`src/rtl/sif_xa_arbiter.sv`:
```
// sif_xa_arbiter
//   Shares the single SIF external-agent (xa) register port among NUM_REQ
//   requesters. Each accepted request is one read or one write transaction.
//   The arbiter issues the xa strobe for one cycle. For a read, it returns
//   xa_data_rd to the owner RD_LAT cycles after the strobe.
//
//   Configuration macro: SIF_XA_ARB_RR_EN
//     defined   - round-robin selection; the search starts after last_grant
//     undefined - fixed priority; the lowest-index valid requester wins
//
// Ports
//   clk, rst      clock and synchronous active-high reset
//   req_valid     per-requester request valid
//   req_ready     one-hot accept, asserted combinationally in IDLE
//   req_wr        per-requester direction (1 = write, 0 = read)
//   req_addr      packed addresses, requester i at [i*AW +: AW]
//   req_wdata     packed write data, same packing
//   rsp_valid     one-cycle read-data pulse to the read's owner
//   rsp_rdata     read data, valid while any rsp_valid bit is high
//   busy          high whenever the FSM is not IDLE
//   xa_wr_s       write strobe, one cycle per write
//   xa_rd_s       read strobe, one cycle per read
//   xa_addr       transaction address, held between transactions
//   xa_data_wr    write data, held between transactions
//   xa_data_rd    read data from the xa slave
module sif_xa_arbiter #(
    parameter int unsigned NUM_REQ = 4,
    parameter int unsigned AW      = 16,
    parameter int unsigned DW      = 16,
    parameter int unsigned RD_LAT  = 1
) (
    input  logic                  clk,
    input  logic                  rst,
    input  logic [NUM_REQ-1:0]    req_valid,
    output logic [NUM_REQ-1:0]    req_ready,
    input  logic [NUM_REQ-1:0]    req_wr,
    input  logic [NUM_REQ*AW-1:0] req_addr,
    input  logic [NUM_REQ*DW-1:0] req_wdata,
    output logic [NUM_REQ-1:0]    rsp_valid,
    output logic [DW-1:0]         rsp_rdata,
    output logic                  busy,
    output logic                  xa_wr_s,
    output logic                  xa_rd_s,
    output logic [AW-1:0]         xa_addr,
    output logic [DW-1:0]         xa_data_wr,
    input  logic [DW-1:0]         xa_data_rd
);

    localparam int unsigned GW = $clog2(NUM_REQ);

    typedef enum logic [1:0] {
        IDLE    = 2'd0,
        ISSUE   = 2'd1,
        WAIT_RD = 2'd2
    } state_t;

    state_t          state;
    state_t          state_next;
    logic            wr_q;
    logic [GW-1:0]   owner;
    logic [2:0]      cnt;
    logic            sel_found;
    logic [GW-1:0]   sel_idx;
    logic [GW-1:0]   cand;
`ifdef SIF_XA_ARB_RR_EN
    logic [GW-1:0]   last_grant;
`endif

    // Winner selection. The first valid candidate in search order wins.
    always_comb begin
        sel_found = 1'b0;
        sel_idx   = '0;
        cand      = '0;
        for (int unsigned i = 0; i < NUM_REQ; i++) begin
`ifdef SIF_XA_ARB_RR_EN
            cand = GW'((32'(last_grant) + 32'd1 + i) % NUM_REQ);
`else
            cand = GW'(i);
`endif
            if (!sel_found && req_valid[cand]) begin
                sel_found = 1'b1;
                sel_idx   = cand;
            end
        end
    end

    always_ff @(posedge clk) begin
        if (rst) begin
            state <= IDLE;
        end else begin
            state <= state_next;
        end
    end

    always_comb begin
        state_next = state;
        req_ready  = '0;
        xa_wr_s    = 1'b0;
        xa_rd_s    = 1'b0;
        busy       = (state != IDLE);
        unique case (state)
            IDLE: begin
                // Gate with rst so that no accept is signalled during reset.
                if (sel_found && !rst) begin
                    req_ready[sel_idx] = 1'b1;
                    state_next         = ISSUE;
                end
            end
            ISSUE: begin
                xa_wr_s    = wr_q;
                xa_rd_s    = !wr_q;
                state_next = wr_q ? IDLE : WAIT_RD;
            end
            WAIT_RD: begin
                if (cnt == '0) begin
                    state_next = IDLE;
                end
            end
            default: state_next = IDLE;
        endcase
    end

    always_ff @(posedge clk) begin
        if (rst) begin
            wr_q       <= 1'b0;
            owner      <= '0;
            cnt        <= '0;
            xa_addr    <= '0;
            xa_data_wr <= '0;
            rsp_valid  <= '0;
            rsp_rdata  <= '0;
`ifdef SIF_XA_ARB_RR_EN
            last_grant <= GW'(NUM_REQ - 1);
`endif
        end else begin
            rsp_valid <= '0;
            unique case (state)
                IDLE: begin
                    if (sel_found) begin
                        // Address and data registers double as the xa outputs,
                        // so they hold their values until the next accept.
                        wr_q       <= req_wr[sel_idx];
                        owner      <= sel_idx;
                        xa_addr    <= req_addr[32'(sel_idx) * AW +: AW];
                        xa_data_wr <= req_wdata[32'(sel_idx) * DW +: DW];
`ifdef SIF_XA_ARB_RR_EN
                        last_grant <= sel_idx;
`endif
                    end
                end
                ISSUE: begin
                    cnt <= 3'(RD_LAT - 1);
                end
                WAIT_RD: begin
                    if (cnt == '0) begin
                        rsp_rdata        <= xa_data_rd;
                        rsp_valid[owner] <= 1'b1;
                    end else begin
                        cnt <= cnt - 3'd1;
                    end
                end
                default: ;
            endcase
        end
    end

endmodule

```
`config.mk`:
```
export PLATFORM = sky130hd
export DESIGN_NAME = sif_xa_arbiter
export DESIGN_NICKNAME = d
export VERILOG_FILES = /design/src/rtl/sif_xa_arbiter.sv
export SDC_FILE = /design/constraint.sdc
export NUM_CORES = 1
export LEC_CHECK = 0
export CAP_MARGIN = 20
export CELL_PAD_IN_SITES_DETAIL_PLACEMENT = 0
export CELL_PAD_IN_SITES_GLOBAL_PLACEMENT = 1
export CORE_UTILIZATION = 43
export CTS_CLUSTER_SIZE = 8
export DETAILED_ROUTE_END_ITERATION = 10
export DONT_BUFFER_PORTS = 1
export GPL_TIMING_DRIVEN = 1
export PLACE_DENSITY_LB_ADDON = 0.1
export SLEW_MARGIN = 25
export SYNTH_ARGS = -nofsm -noshare
export SYNTH_HDL_FRONTEND = slang
export SYNTH_SLANG_ARGS = --single-unit
```
`constraint.sdc`:
```
create_clock -name clk -period 1.9 [get_ports clk]
set_input_delay 0.38 -clock clk [delete_from_list [all_inputs] [get_ports clk]]
set_output_delay 0.38 -clock clk [all_outputs]
set_load 0.01 [all_outputs]
```
==> results of run 1 <==
metal layers:
| metal | share of wire [%] | vias to the layer above |
|---|---|---|
| met2 | 50 | 129 |
| met5 | 0 | - |
| met3 | 8.1 | 14 |
| li1 | - | 1404 |
| met1 | 40 | 1338 |
| met4 | 2.0 | 0 |
path summary, 6_finish.rpt:
path,end,slack [ns],depth (start not counted)
worst max-delay path,xa_rd_s,0.01,2
worst min-delay path,rsp_rdata[1]$_SDFFE_PP0P_,0.13,1
worst max register to register,rsp_rdata[12]$_SDFFE_PP0P_,0.22,7
worst min register to register,cnt[0]$_SDFFE_PP0P_,0.47,2
synthesized netlist by cell type (5+ instances only):
cell,n,area share [%]
o21ai_0,17,2.7
nor3_1,6,0.95
nand2_1,37,4.4
nor3b_1,9,2.1
dfxtp_1,60,38
clkbuf_1,18,2.1
nand3b_1,33,7.9
a21oi_1,20,3.2
o22ai_1,25,5.0
nor2_1,43,5.1
o41ai_1,33,9.2
inv_1,5,0.59
buf_2,19,3.0
o2bb2ai_1,25,6.9
nor2b_1,9,1.8
kinds of logic after synthesis:
family,Yosys count
AO/OA/AOI/OAI,127
AND/OR/NAND/NOR,150
adder cells (fa/ha/maj),2
flip-flops,60
buffers and inverters,47
cell usage in the layout, fill, tap and decap left out, drive strengths merged:
master	synthesis	routed
and2	1	1
inv	5	5
nor2	44	44
a211o	1	1
dfxtp	60	60
nand3b	33	33
and3	1	1
clkinv	1	6
nand2	37	37
ha	2	2
clkinvlp	0	1
clkbuf	18	10
o2bb2ai	25	25
or2	1	1
and4b	1	1
a32oi	1	1
a21o	1	1
o21ai	17	17
nor3b	9	9
nor4	1	1
o22ai	25	25
a21oi	20	20
nand3	1	1
nor3	6	6
buf	23	14
o31ai	2	2
o41ai	33	33
nor4b	3	3
nor2b	9	9
a22oi	1	1
nand2b	3	3
a31oi	1	1
what timing repair did:
action | CTS | global route
resized for setup | 1 | 1
buffers inserted | 0 | 0
endpoints found under the setup margin | 1 | 5
final cells by class:
class / count / area share (%)
timing repair buffer: 14 / 3.48
tap: 96 / 3.55
sequential: 60 / 35.5
inverter: 6 / 0.665
clock buffer: 10 / 4.07
multi-input combinational: 279 / 51.6
clock inverter: 6 / 1.18
power groups by stage:
stage / logic, mW / registers [mW] / clock network, mW
final: 0.424 / 1.51 / 1.02
after detailed placement: 0.429 / 1.54 / 0
after global placement: 0.420 / 1.54 / 0
after global routing: 0.479 / 1.53 / 1.11
after CTS: 0.430 / 1.51 / 1.05
after floorplan: 0.395 / 1.50 / 0
state kept, by name, summed over array words and instances, names as in the netlist:
register and flops:
owner 2, state 2, rsp_rdata 16, rsp_valid 4, cnt 3, xa_addr 16, xa_data_wr 16, wr_q 1
metrics by stage:
| stage | worst slack, ns | utilization [%] | power, mW |
|---|---|---|---|
| final | 0.00957 | 48.7 | 2.96 |
| after global routing | -0.106 | 48.7 | 3.12 |
| after CTS | 0.0108 | 48.7 | 2.99 |
| after detailed placement | 0.224 | 46.1 | 1.97 |
| after global placement | 0.306 | 46.1 | 1.96 |
| after floorplan | 0.305 | - | 1.90 |
==> reports/qor.csv, run 1 <==
metric,value,unit
cts_sinks,60,
skew,0.0106,ns
setup_viol,0,
p_leak,1.12,nW
grt_overflow,0,
ctsHtreeMaxLevel,3,
critPathMaxStageDelay,0.50,ns
nets,526,
viasPerCell,6.13,
placed_cells,455,
min_path_type,in -> reg,
ir_drop,0.527,mV
finalMaxSlewViolations,0,
syn_inst,386,
critPathRequiredTime,1.52,ns
multi_input_area,0.00175,sq mm
syn_nets,542,
ys.flop_type,dfxtp_1,
worstMarginPinSlew,0.489,ns
fin_hold_ws,0.126,ns
wl_per_cell,19.0,um
outcome,"finished, final reports clean",
seqPwrFrac,51.2,%
muxShareOfSynthArea,0,%
crit_path_start,state[0]$_SDFFE_PP0P_,
worstSetupStartpointType,register,
track_usage,23.0,%
grt_pass1_wl,13500,um
dieHeight,87.7,um
maxCapViolations,0,
grtUsageMet2,39.0,%
grt_max_degree,96,
num_antenna_cells,0,
busiest_layer,met2,
setup_tns,0,ns
fp.dieW,87.7,um
switching_share,30.3,%
power.internal,2.06,mW
synth_top_family_by_area,compound AO/OA/AOI/OAI gates,
power_density,874,mW/mm^2
fin_crit_sh,99.5,%
p_clk_share,34.5,%
cts_tree,yes,
synth_edf_count,0,
layout.cells.non_filler,471,
dieArea,0.00769,sq mm
ys_types,36,
routed_wl,8940,um
fillCellCount,686,
synth_adder_area_share,0.793,%
finalCriticalPeriod,1.89,ns
critPathTopFamily,flip-flops,
stdcell_area,0.00338,sq mm
drive_gt1_share,9.33,%
clkTransAtPathRegs,0.07,ns
drt_iter0_markers,96,
cpMaxStageDelayCell,dfxtp_1,
synthSimpleGateAreaFrac,25.1,%
clkLatencyLatePin,0.34,ns
clockBufferDepth,2,
regArea,0.00120,sq mm
drcViolationCount,0,
endpoint_kind,output port,
coreArea,0.00694,sq mm
dr.pass1.iters,4,
place_area,0.00320,sq mm
vias,2885,
cp_cell_sequence,inv_1 -> nor3_1,
slew_headroom,67.1,%
synth_area,0.00316,sq mm
ant_nets,0,
portBuffers,0,
crit_buf_inv,1,
layout-area-overhead-vs-synth,7.26,%
ios,213,
async_reset_ff_share,0,%
root_buffer,clkbuf_8,
globalplace.congestion,0.825,
synth_compound_area_share,29.1,%
rr_startpoint,cnt[0]$_SDFFE_PP0P_,
hold_viol_final,0,
dp_hpwl,6260,um
initial_core_util,45.4,%
rows,30,
min_from,rst,
yosysWarnings,0,
yosysSeqAreaShare,38.1,%
grt_use_met3,7.92,%
fmax,529,MHz
synth-xor-area-share,0,%
hold_buffers,0,
p_comb_share,14.3,%
crit_type,reg -> out,
switchingPower,0.895,mW
arrival,1.51,ns
crit_fanout,9,
numCtsBuffers,9,
ys_ff_latch,60,
grt_pass1_vias,2615,
syn_area_per_cell,8.17,sq um
antenna_found_initial,0,
rsz0062_at_grt,true,
use_met1,27.1,%
(Power assumes the default switching activity.)
==> run 2, diff against run 1 <==
Settings changed: PLACE_DENSITY_LB_ADDON 0.1 to 0.2.
==> reports/qor.csv, run 2 (same netlist as run 1, synthesis figures left out) <==
metric,value,unit
outcome,"finished, final reports clean",
fmax,539,MHz
endpoint_kind,output port,
crit_fanout,9,
antenna_found_initial,0,
drcViolationCount,0,
portBuffers,0,
cts_sinks,60,
grt_overflow,0,
place_area,0.00320,sq mm
slew_headroom,70.0,%
dieHeight,87.7,um
multi_input_area,0.00174,sq mm
final_cell_mix,"dfxtp_1 (60), nor2_1 (41), nand2_1 (37)",
setup_viol,0,
fp.dieW,87.7,um
hold_viol_final,0,
globalplace.congestion,0.784,
p_leak,1.11,nW
viasPerCell,6.07,
grt_pass1_vias,2619,
num_antenna_cells,0,
maxCapViolations,0,
grt_max_degree,96,
power_density,875,mW/mm^2
ir_drop,0.305,mV
clkLatencyLatePin,0.34,ns
numCtsBuffers,9,
fillCellCount,685,
routed_wl,8940,um
rsz0062_at_grt,true,
grt_pass1_wl,13200,um
coreArea,0.00694,sq mm
rows,30,
arrival,1.48,ns
stdcell_area,0.00338,sq mm
layout-area-overhead-vs-synth,7.02,%
drt_iter0_markers,100,
wl_per_cell,19.0,um
regArea,0.00120,sq mm
clockBufferDepth,2,
ant_nets,0,
fin_crit_sh,97.7,%
ios,213,
dieArea,0.00769,sq mm
dp_hpwl,6210,um
nets,526,
critPathRequiredTime,1.52,ns
top_regs,"rsp_rdata: 16 flops, xa_addr: 16 flops, xa_data_wr: 16 flops",
worstMarginPinSlew,0.447,ns
ctsHtreeMaxLevel,3,
vias,2859,
cts_tree,yes,
crit_type,reg -> out,
root_buffer,clkbuf_8,
initial_core_util,45.4,%
finalWorstSetupSlack,0.0438,ns
clkTransAtPathRegs,0.07,ns
dp_slack,0.325,ns
track_usage,22.4,%
dr.pass1.iters,4,
finalCriticalPeriod,1.86,ns
finalMaxSlewViolations,0,
layout_commonest_cell,dfxtp_1,
worstSetupStartpointType,register,
drive_gt1_share,9.07,%
skew,0.00961,ns
min_path_type,in -> reg,
==> run 2: area by class of cell <==
| class | instances | share of cell area, % |
|---|---|---|
| clock buffers | 9 | 3.67 |
| multi-input cells | 279 | 51.5 |
| inverters | 6 | 0.667 |
| well taps | 96 | 3.56 |
| clock inverters | 7 | 1.52 |
| repair buffers | 14 | 3.48 |
| flip-flops and latches | 60 | 35.6 |
==> run 2: worst paths after layout <==
| kind | start | end | slack, ns | cells after the start |
|---|---|---|---|---|
| max | state[0]$_SDFFE_PP0P_ | xa_wr_s | 0.04 | 2 |
| max reg2reg | cnt[0]$_SDFFE_PP0P_ | rsp_valid[3]$_SDFF_PP0_ | 0.30 | 6 |
| min | rst | rsp_rdata[12]$_SDFFE_PP0P_ | 0.11 | 1 |
| min reg2reg | cnt[0]$_SDFFE_PP0P_ | cnt[0]$_SDFFE_PP0P_ | 0.47 | 2 |
==> run 2: per-stage QoR <==
step                      instances  TNS [ns]  hold WS [ns]  utilization [%]  total power [mW]
after floorplan                 386         0         0.449                -              1.90
after global placement          455         0         0.454             46.1              1.96
after detailed placement        455         0         0.458             46.1              1.97
after CTS                       471         0        0.0962             48.6              2.99
after global routing            471    -0.155        0.0813             48.6              3.12
final                           471         0         0.108             48.6              2.96
==> run 2: power breakdown <==
part	switching (mW)	total [mW]	internal (mW)	leakage [nW]
logic	0.246	0.432	0.186	0.532
registers	0.136	1.51	1.37	0.493
clock network	0.539	1.01	0.476	0.0856
total	0.921	2.96	2.03	1.11
==> run 2: per-layer routing <==
| metal | routed length [um] | global-route usage, % | up-vias |
|---|---|---|---|
| met5 | 0 | 0 | - |
| met4 | 132 | 8.79 | 0 |
| met3 | 650 | 7.35 | 11 |
| met2 | 4460 | 38.8 | 126 |
| met1 | 3690 | 25.6 | 1320 |
| li1 | - | - | 1402 |
==> run 2: worst max-delay path, cell delays in order, from the launching register on <==
cell and delay, ns:
dfxtp_1 0.50, inv_1 0.19, nor3b_1 0.45
==> run 2: repair_timing <==
item                       4_1_cts  5_1_grt
hold endpoints to repair         0        0
pin swaps                        0        0
setup buffers                    0        0
setup endpoints to repair        1        3
cloned                           0        0
hold buffers                     0        0
gates resized for setup          1        0
==> run 3, diff against run 2 <==
--- a/constraint.sdc
+++ b/constraint.sdc
@@ -3,2 +3,2 @@
 set_output_delay 0.38 -clock clk [all_outputs]
-set_load 0.01 [all_outputs]
+set_load 0.005 [all_outputs]
==> reports/qor.csv, run 3 (same netlist as run 1, synthesis figures left out) <==
metric,value,unit
outcome,"finished, final reports clean",
coreArea,0.00694,sq mm
drt_iter0_markers,141,
arrival,1.42,ns
place_area,0.00321,sq mm
grt_overflow,0,
r2r_slack,0.32,ns
finalCriticalPeriod,1.80,ns
clockBufferDepth,2,
grt_max_degree,96,
min_path_type,in -> reg,
numCtsBuffers,9,
wl_met1,3900,um
viasPerCell,6.13,
initial_core_util,45.4,%
power_density,934,mW/mm^2
critPathMaxStageDelay,0.40,ns
dieHeight,87.7,um
cts_tree,yes,
dr.pass1.iters,4,
stdcell_area,0.00344,sq mm
grt_pass1_wl,13200,um
hold_viol_final,0,
dieArea,0.00769,sq mm
post_cts_buffers,0,
highest-signal-layer,met4,
drive_gt1_share,9.04,%
antenna_found_initial,0,
layout-area-overhead-vs-synth,8.88,%
fillCellCount,690,
worstSetupStartpointType,register,
wl_per_cell,19.4,um
cp_cell_sequence,nor2_2 -> inv_1 -> nor3_1 -> buf_4,
globalplace.congestion,0.782,
p_leak,1.14,nW
fmax,554,MHz
ios,213,
final_cell_mix,"dfxtp_1 (60), nor2_1 (41), nand2_1 (37)",
skew,0.00879,ns
cpMaxStageDelayCell,dfxtp_1,
critPathRequiredTime,1.52,ns
rows,30,
crit_fanout,9,
wl_met3,680,um
fp.dieW,87.7,um
crit_buf_inv,2,
worstMarginPinSlew,0.325,ns
crit_type,reg -> out,
fin_crit_sh,95.0,%
track_usage,23.0,%
drcViolationCount,0,
grt_pass1_vias,2597,
total_power,3.21,mW
dp_slack,0.328,ns
num_antenna_cells,0,
finalMaxSlewViolations,0,
slew_headroom,78.2,%
dp_hpwl,6320,um
ir_drop,0.381,mV
layout_commonest_cell,dfxtp_1,
finalWorstSetupSlack,0.0951,ns
nets,527,
vias,2895,
ant_nets,0,
maxCapViolations,0,
met2_length,4510,um
endpoint_kind,output port,
routed_wl,9160,um
cts_sinks,60,
setup_tns,0,ns
critPathTopFamily,simple AND/OR/NAND/NOR gates,
top_regs,"rsp_rdata: 16 flops, xa_addr: 16 flops, xa_data_wr: 16 flops",
clkTransAtPathRegs,0.07,ns
rsz0062_at_grt,false,
utilization,49.5,%
root_buffer,clkbuf_8,
ctsHtreeMaxLevel,3,
setup_viol,0,
clkLatencyLatePin,0.34,ns
portBuffers,0,
## run 3: cell count changes in the layout (fill, tap and decap cells not counted), sizes merged
cell / before / now
clkinvlp: 2 / 1
buf: 14 / 15
clkinv: 5 / 3
clkbuf: 9 / 11
inv: 6 / 5
bufinv: 0 / 2
## run 3: area by class of cell
type / instances / area, sq um / share of cell area, %
sequential: 60 / 1200 / 35.0
multi-input combinational: 279 / 1740 / 50.7
timing repair buffer: 15 / 125 / 3.64
clock inverter: 5 / 85.1 / 2.48
tap: 96 / 120 / 3.50
inverter: 6 / 22.5 / 0.655
clock buffer: 11 / 141 / 4.12
## run 3: final timing paths
path,startpoint,end,depth (start not counted)
max,state[0]$_SDFFE_PP0P_,req_ready[1],4
min,rst,rsp_rdata[10]$_SDFFE_PP0P_,1
max reg2reg,cnt[0]$_SDFFE_PP0P_,rsp_rdata[6]$_SDFFE_PP0P_,7
min reg2reg,rsp_rdata[11]$_SDFFE_PP0P_,rsp_rdata[11]$_SDFFE_PP0P_,2
## run 3: layer usage
layer  up-vias  global-route usage (%)
li1       1409                       -
met1      1357                    27.3
met2       125                    38.8
met3         4                    7.82
met4         0                    7.60
met5         -                       0
## run 3: power breakdown
part	internal (mW)	switching, mW
registers	1.37	0.0988
clock network	0.779	0.526
logic	0.188	0.246
total	2.34	0.870
## run 3: what timing repair did
| item | CTS | global route |
|---|---|---|
| hold endpoints to repair | 0 | 0 |
| endpoints found under the setup margin | 1 | 0 |
| resized for setup | 1 | 0 |
| hold buffers | 0 | 0 |
## run 3: per-stage QoR
step	hold WS, ns	std cells
3_3_place_gp	0.454	456
5_1_grt	0.0803	472
4_1_cts	0.0897	472
2_1_floorplan	0.449	386
6_report	0.114	472
3_5_place_dp	0.458	456
